$ cat src/rtl/uart_send_queue.sv
// Byte queue between the bus controller's UART send strobe and the monitor's send port.
// Bytes are buffered in a circular buffer and forwarded one at a time with a trigger/busy handshake.
module uart_send_queue #(
    parameter int DEPTH_LOG2 = 4,
    parameter int BUSY_WAIT  = 8
) (
    input  logic                  MCLK_IN,
    input  logic                  RESET_IN,
    input  logic                  UART_SEND_TRIGGER_IN,
    input  logic [7:0]            UART_SEND_BYTE_IN,
    output logic                  UART_SEND_BUSY,
    input  logic                  SINK_BUSY_IN,
    output logic                  UART_SEND_TRIGGER,
    output logic [7:0]            UART_SEND_BYTE,
    output logic [DEPTH_LOG2:0]   QUEUE_LEVEL,
    output logic                  OVERFLOW,
    output logic [1:0]            fsm_state
);

    // Handshake: UART_SEND_TRIGGER pulses for one cycle per byte. The sink may
    // raise SINK_BUSY_IN within BUSY_WAIT cycles; if it does, the next byte
    // waits until busy drops, otherwise the byte is taken as accepted.

    localparam int DEPTH = 1 << DEPTH_LOG2;
    localparam int WAIT_W = (BUSY_WAIT > 1) ? $clog2(BUSY_WAIT) : 1;
    localparam logic [DEPTH_LOG2:0] FULL_LEVEL = (DEPTH_LOG2 + 1)'(DEPTH);
    localparam logic [WAIT_W-1:0] WAIT_LAST = WAIT_W'(BUSY_WAIT - 1);

    typedef enum logic [1:0] {
        IDLE    = 2'd0,
        ISSUE   = 2'd1,
        ACKWAIT = 2'd2,
        DRAIN   = 2'd3
    } state_t;

    state_t                state;
    logic [7:0]            mem [DEPTH];
    logic [DEPTH_LOG2-1:0] wr_ptr;
    logic [DEPTH_LOG2-1:0] rd_ptr;
    logic [DEPTH_LOG2:0]   level;
    logic [DEPTH_LOG2:0]   level_next;
    logic [WAIT_W-1:0]     wait_cnt;
    logic                  full;
    logic                  wr_en;
    logic                  pop;

    // Full is taken from the registered level, so a pop in the same cycle
    // does not rescue a write that arrives while full.
    assign full  = (level == FULL_LEVEL);
    assign wr_en = UART_SEND_TRIGGER_IN && !full;
    assign pop   = (state == IDLE) && (level != '0) && !SINK_BUSY_IN;

    always_comb begin
        level_next = level;
        if (wr_en && !pop) begin
            level_next = level + 1'b1;
        end else if (!wr_en && pop) begin
            level_next = level - 1'b1;
        end
    end

    always_ff @(posedge MCLK_IN) begin
        if (wr_en) begin
            mem[wr_ptr] <= UART_SEND_BYTE_IN;
        end
    end

    always_ff @(posedge MCLK_IN) begin
        if (RESET_IN) begin
            state             <= IDLE;
            wr_ptr            <= '0;
            rd_ptr            <= '0;
            level             <= '0;
            wait_cnt          <= '0;
            UART_SEND_TRIGGER <= 1'b0;
            UART_SEND_BYTE    <= 8'h00;
            UART_SEND_BUSY    <= 1'b0;
            OVERFLOW          <= 1'b0;
        end else begin
            UART_SEND_TRIGGER <= 1'b0;
            level             <= level_next;
            UART_SEND_BUSY    <= (level_next == FULL_LEVEL);
            if (wr_en) begin
                wr_ptr <= wr_ptr + 1'b1;
            end
            if (UART_SEND_TRIGGER_IN && full) begin
                OVERFLOW <= 1'b1;
            end
            if (pop) begin
                rd_ptr <= rd_ptr + 1'b1;
            end

            case (state)
                IDLE: begin
                    if (pop) begin
                        UART_SEND_BYTE    <= mem[rd_ptr];
                        UART_SEND_TRIGGER <= 1'b1;
                        state             <= ISSUE;
                    end
                end
                ISSUE: begin
                    wait_cnt <= '0;
                    state    <= ACKWAIT;
                end
                ACKWAIT: begin
                    if (SINK_BUSY_IN) begin
                        state <= DRAIN;
                    end else if (wait_cnt == WAIT_LAST) begin
                        state <= IDLE;
                    end else begin
                        wait_cnt <= wait_cnt + 1'b1;
                    end
                end
                DRAIN: begin
                    if (!SINK_BUSY_IN) begin
                        state <= IDLE;
                    end
                end
                default: state <= IDLE;
            endcase
        end
    end

    assign QUEUE_LEVEL = level;
    assign fsm_state   = state;

endmodule

$ cat config.mk
export PLATFORM = sky130hd
export DESIGN_NAME = uart_send_queue
export DESIGN_NICKNAME = d
export VERILOG_FILES = /design/src/rtl/uart_send_queue.sv
export SDC_FILE = /design/constraint.sdc
export NUM_CORES = 1
export LEC_CHECK = 0
export BUFFER_PORTS_ARGS = -buffer_cell sky130_fd_sc_hd__buf_2
export CORE_MARGIN = 2
export CORE_UTILIZATION = 65
export DETAILED_ROUTE_END_ITERATION = 10
export PLACE_DENSITY = 0.84
export SLEW_MARGIN = 40
export SYNTH_ARGS = -nofsm -noshare
export SYNTH_HDL_FRONTEND = slang
export SYNTH_SLANG_ARGS = --single-unit
$ cat constraint.sdc
create_clock -name MCLK_IN -period 5.7 [get_ports MCLK_IN]
set_input_delay 0.855 -clock MCLK_IN [delete_from_list [all_inputs] [get_ports MCLK_IN]]
set_output_delay 0.855 -clock MCLK_IN [all_outputs]
set_load 0.005 [all_outputs]
# == After elaboration in Yosys (flattened, before gate mapping) ==
# Memory sizes are Yosys's and may differ from the RTL's. A register that Yosys moved wholly into a read port is not among the register bits.
# Index checks and enable logic that the tools add are counted.
# W data, S select, Z words.
# totals
word_cells,56
register_bits,21
ram_bits,128
mem_count,1
input_bits,12
output_inout_bits,18
# op_classes
reduce_logical,17
n_eq_ne,11
muxes,13
n_bitwise,1
addsub,5
# mem_list
name,depth,width,rd,rd_clocked_by_memory_dff,write_ports,line,rtl
mem,16,8,1,1,1,37,logic [7:0] mem [DEPTH];
# op_table
cell,count
$eq A5 B5 Y1 const B,2
$mux W5,2
$add A4 B1 Y4 const B,2
$mux W2,4
$ne A2 B2 Y1 const B,4
$pmux W2 S4,1
$logic_and A1 B1 Y1,6
$mux W3,2
$pmux W3 S2,1
$reduce_and A3 Y1,2
$add A5 B1 Y5 const B,1
$reduce_bool A5 Y1,1
$sub A5 B1 Y5 const B,1
$eq A2 B2 Y1 const B,2
$logic_not A1 Y1,4
$add A3 B1 Y3 const B,1
$eq A3 B3 Y1 const B,1
$mux W1,3
$ne A3 B3 Y1 const B,1
$eq A2 B1 Y1 const B,1
$logic_not A2 Y1,1
$reduce_and A2 Y1,1
$reduce_bool A2 Y1,1
$reduce_or A2 Y1,1
$not A1 Y1,1

# == Logic depth before layout (Yosys ltp) ==
# logic_depth
depth_word,8
mapped_depth,8
ltp_nobuf,7

# == Worst setup path before layout ==
# Ideal clock, no wire load.
# synth_timing
kind,input port to flip-flop
start,input UART_SEND_TRIGGER_IN
end,"memory mem[3][0], enable pin"
setup_time_ps,383
arrival_time_ps,2310
slack_ps,3006
n_path_buf,2
t_required_ps,5317
cell_stages,5
cell_sequence,clkbuf_1 > and2_1 > clkbuf_1 > nand2_1 > nor3_1
# synth_via
elab_chain_len,3
# synth_rtl
item,line,rtl
start: declaration,9,"input logic UART_SEND_TRIGGER_IN,"
$logic_and A1 B1 Y1,50,assign wr_en = UART_SEND_TRIGGER_IN && !full;
$mux W1,63,if (wr_en) begin
$mux W1 (implied by the code),64,mem[wr_ptr] <= UART_SEND_BYTE_IN;
end: declaration,37,
# Every way passes these cells.

# == Worst setup path in the final report ==
# layout_timing
start,"register level[0], in the netlist QUEUE_LEVEL[0]"
end,"memory mem[12][5], enable pin"
# layout_via
elab_chain_len,5
# layout_rtl
item,line,rtl
start: declaration,40,logic [DEPTH_LOG2:0] level;
start signal: assignment,81,level <= level_next;
$eq A5 B5 Y1,49,assign full = (level == FULL_LEVEL);
$logic_not A1 Y1,50,
$logic_and A1 B1 Y1,50,
$mux W1,63,
$mux W1 (implied by the code),64,
# Every way passes these cells.

==> flow_summary.toml <==
[flow_run]
maxCapViolCount = 0

[yosys]
ys.flop_type = "edfxtp_1"
synth_area_leaders = "edfxtp_1 61%, mux4_2 12%, dfxtp_1 9.3%, nand2_1 2.0%, ha_1 1.8%"
synth_seq_cells = 157
ys_seq_area_frac = 0.707
syn_nets = 401
yosys_warnings = 0
yosys.area.top_type = "edfxtp_1"
ys_async_sr_fraction = 0
synth_top_area_frac = 0.615
synth-compound-area-share = 0.0460
synth_edf_count = 128
synth.avg_cell_area_um2 = 16.5
synthAdderAreaFrac = 0.0180
synth.mux.area_fraction = 0.128
synth_xor_xnor_area_share = 0.0126
yosys.area_share.simple = 0.0704
synth_top_family_by_area = "multiplexers"
synth_cells = 380
syn_area_mm2 = 0.00625
netlist_top_cells_count = "128 x edfxtp_1, 33 x nand2_1, 32 x mux4_2"
netlist-cell-type-count = 42
yosysMostFrequentCell = "edfxtp_1"

[cts]
cts_hold_buf = 0
cts_tree = "done"
htree_levels = 4
insertion_delay_ps = 520
cts.repair.resized = 0
cts_sinks = 157
numCtsBuffers = 17
clk_pin_slew_worst_paths_ps = 70
clockRootBuffer = "clkbuf_8"
cts_setup_buffers = 0
cts.path.max_buffers = 2

[hold_path]
hp-class = "flop to flop"

[worst_setup_path]
path_max_fanout = 11
required_ps = 5840
cpPeakStageDelay_ps = 670
cp.arrival_ps = 2810
start_kind = "flop"
worstPathCellList = "inv_1, ha_1, nand4bb_1, and2_1, nand2_1, nor2_1"
crit_path_top_delay_cell = "nor2_1"
critPathKind = "flop to flop"
end_kind = "flop"

[final_layout]
n_fill_cell = 537
syn_to_final_growth_pct = 13.1
drive_gt1_frac = 0.251
regArea_mm2 = 0.00443
diodes = 0
finalNonFillerCells = 551
final_net_count = 430
multi_input_area_mm2 = 0.00175

[global_route]
grt_overflow_total = 0
first_global_vias = 3375
grt_max_degree = 36
grt_pass1_wl_mm = 18.9
antenna_found_initial = 0
grt_usage = 0.257

[timing]
fin_skew_ps = 9.82
max_freq_ghz = 0.374
rsz0062_at_grt = "false"
tightest_slew_ps = 802
tns_ps = 0
fin_crit_ps = 2670
slew_viol_final = 0
finalHoldViolations = 0
setup_ws_ps = 3030
setup_viol = 0
period_share = 0.469
fin_hold_ws_ps = 452
slew_headroom = 0.463

[floorplan]
die_w_um = 102
initial_core_util = 0.674
fp-row-count = 35
die_area_mm2 = 0.0104
num_io_pins = 30
core_area_mm2 = 0.00928
die_h_um = 102

[routing]
drtIter0Drc = 329
wl_per_cell_um = 22.2
wl_mm = 12.2
dr.pass1.iters = 4
via_per_inst = 6.21
drc = 0
vias = 3422
antenna_left = 0

[place]
place_congestion = 0.865
io_buffers = 29
placed_cells = 519
post-place-ws_ps = 3020
dp_hpwl_mm = 7.38

[power_and_ir_drop]
leakagePower_nw = 2.32
fin_total_pwr_mw = 2.78
power_density_mw_per_mm2 = 393
vdd_ir_drop_max_v = 0.000238

[status]
outcome = "complete, no violations"
-- final cells by class --
| type | count | area share |
|---|---|---|
| multi-input combinational | 197 | 0.247 |
| timing repair buffer | 31 | 0.0226 |
| inverter | 5 | 0.00265 |
| clock inverter | 15 | 0.0205 |
| clock buffer | 17 | 0.0585 |
| sequential | 157 | 0.626 |
| tap | 129 | 0.0228 |
-- state kept, by name, indices dropped and copies added (netlist names) --
name	flops
OVERFLOW	1
QUEUE_LEVEL	5
UART_SEND_BUSY	1
UART_SEND_BYTE	8
UART_SEND_TRIGGER	1
fsm_state	2
mem	128
rd_ptr	4
wait_cnt	3
wr_ptr	4
-- cell usage in the layout (no fill, tap or decap), types with 2 or more instances in the layout --
cell,n
edfxtp_1,128
nand2_1,33
mux4_2,32
buf_2,29
dfxtp_1,28
nor2_1,26
a21oi_1,17
clkbuf_16,16
o21ai_0,9
ha_1,9
mux2i_1,8
a22oi_1,8
nand4_1,6
inv_8,6
inv_1,5
nand2b_1,5
nor3_2,5
xnor2_1,5
nand3_1,4
xor2_1,4
clkinv_4,4
inv_6,4
and2_1,3
nor2_2,2
or3_1,2
a311oi_1,2
buf_4,2
-- stage by stage --
step | instance area [um2] | utilization
2_1_floorplan | 6250 | -
5_1_grt | 7070 | 0.762
3_5_place_dp | 6510 | 0.701
4_1_cts | 7070 | 0.761
6_report | 7070 | 0.762
3_3_place_gp | 6490 | 0.699
-- final timing paths --
check,from,cells after the start,slack [ps],endpoint
min,OVERFLOW,2,450,OVERFLOW
max,QUEUE_LEVEL[0],6,3030,mem[12][5]
max reg2reg,QUEUE_LEVEL[0],6,3030,mem[12][5]
min reg2reg,OVERFLOW,2,450,OVERFLOW
-- routing by layer --
metal  global-route usage  part of all wire  up-vias
met2                0.409              0.49      148
met3               0.0629             0.066       14
met5                    0                 0        -
met4               0.0862             0.018        0
li1                     -                 -     1540
met1                0.356              0.42     1720
-- critical path: cells and delay by family, from the launching register on --
kind                     cells  cell delay [ps]
adder cells (fa/ha/maj)      1              250
buffers and inverters        1              100
flip-flops                   1              470
AND/OR/NAND/NOR              4             1460
-- cells by family after synthesis --
| group | after synthesis |
|---|---|
| XOR/XNOR | 9 |
| adder cells (fa/ha/maj) | 9 |
| multiplexers | 40 |
| flip-flops | 157 |
| buffers and inverters | 26 |
| AO/OA/AOI/OAI | 46 |
| AND/OR/NAND/NOR | 93 |
-- power by group --
group | internal (mW) | leakage (nW) | switching [mW] | total, mW
sequential | 1.29 | 1.39 | 0.0555 | 1.34
clock | 0.561 | 0.275 | 0.492 | 1.05
combinational | 0.170 | 0.655 | 0.218 | 0.389
total | 2.02 | 2.32 | 0.765 | 2.78
Power figures use the tool's default switching activity.
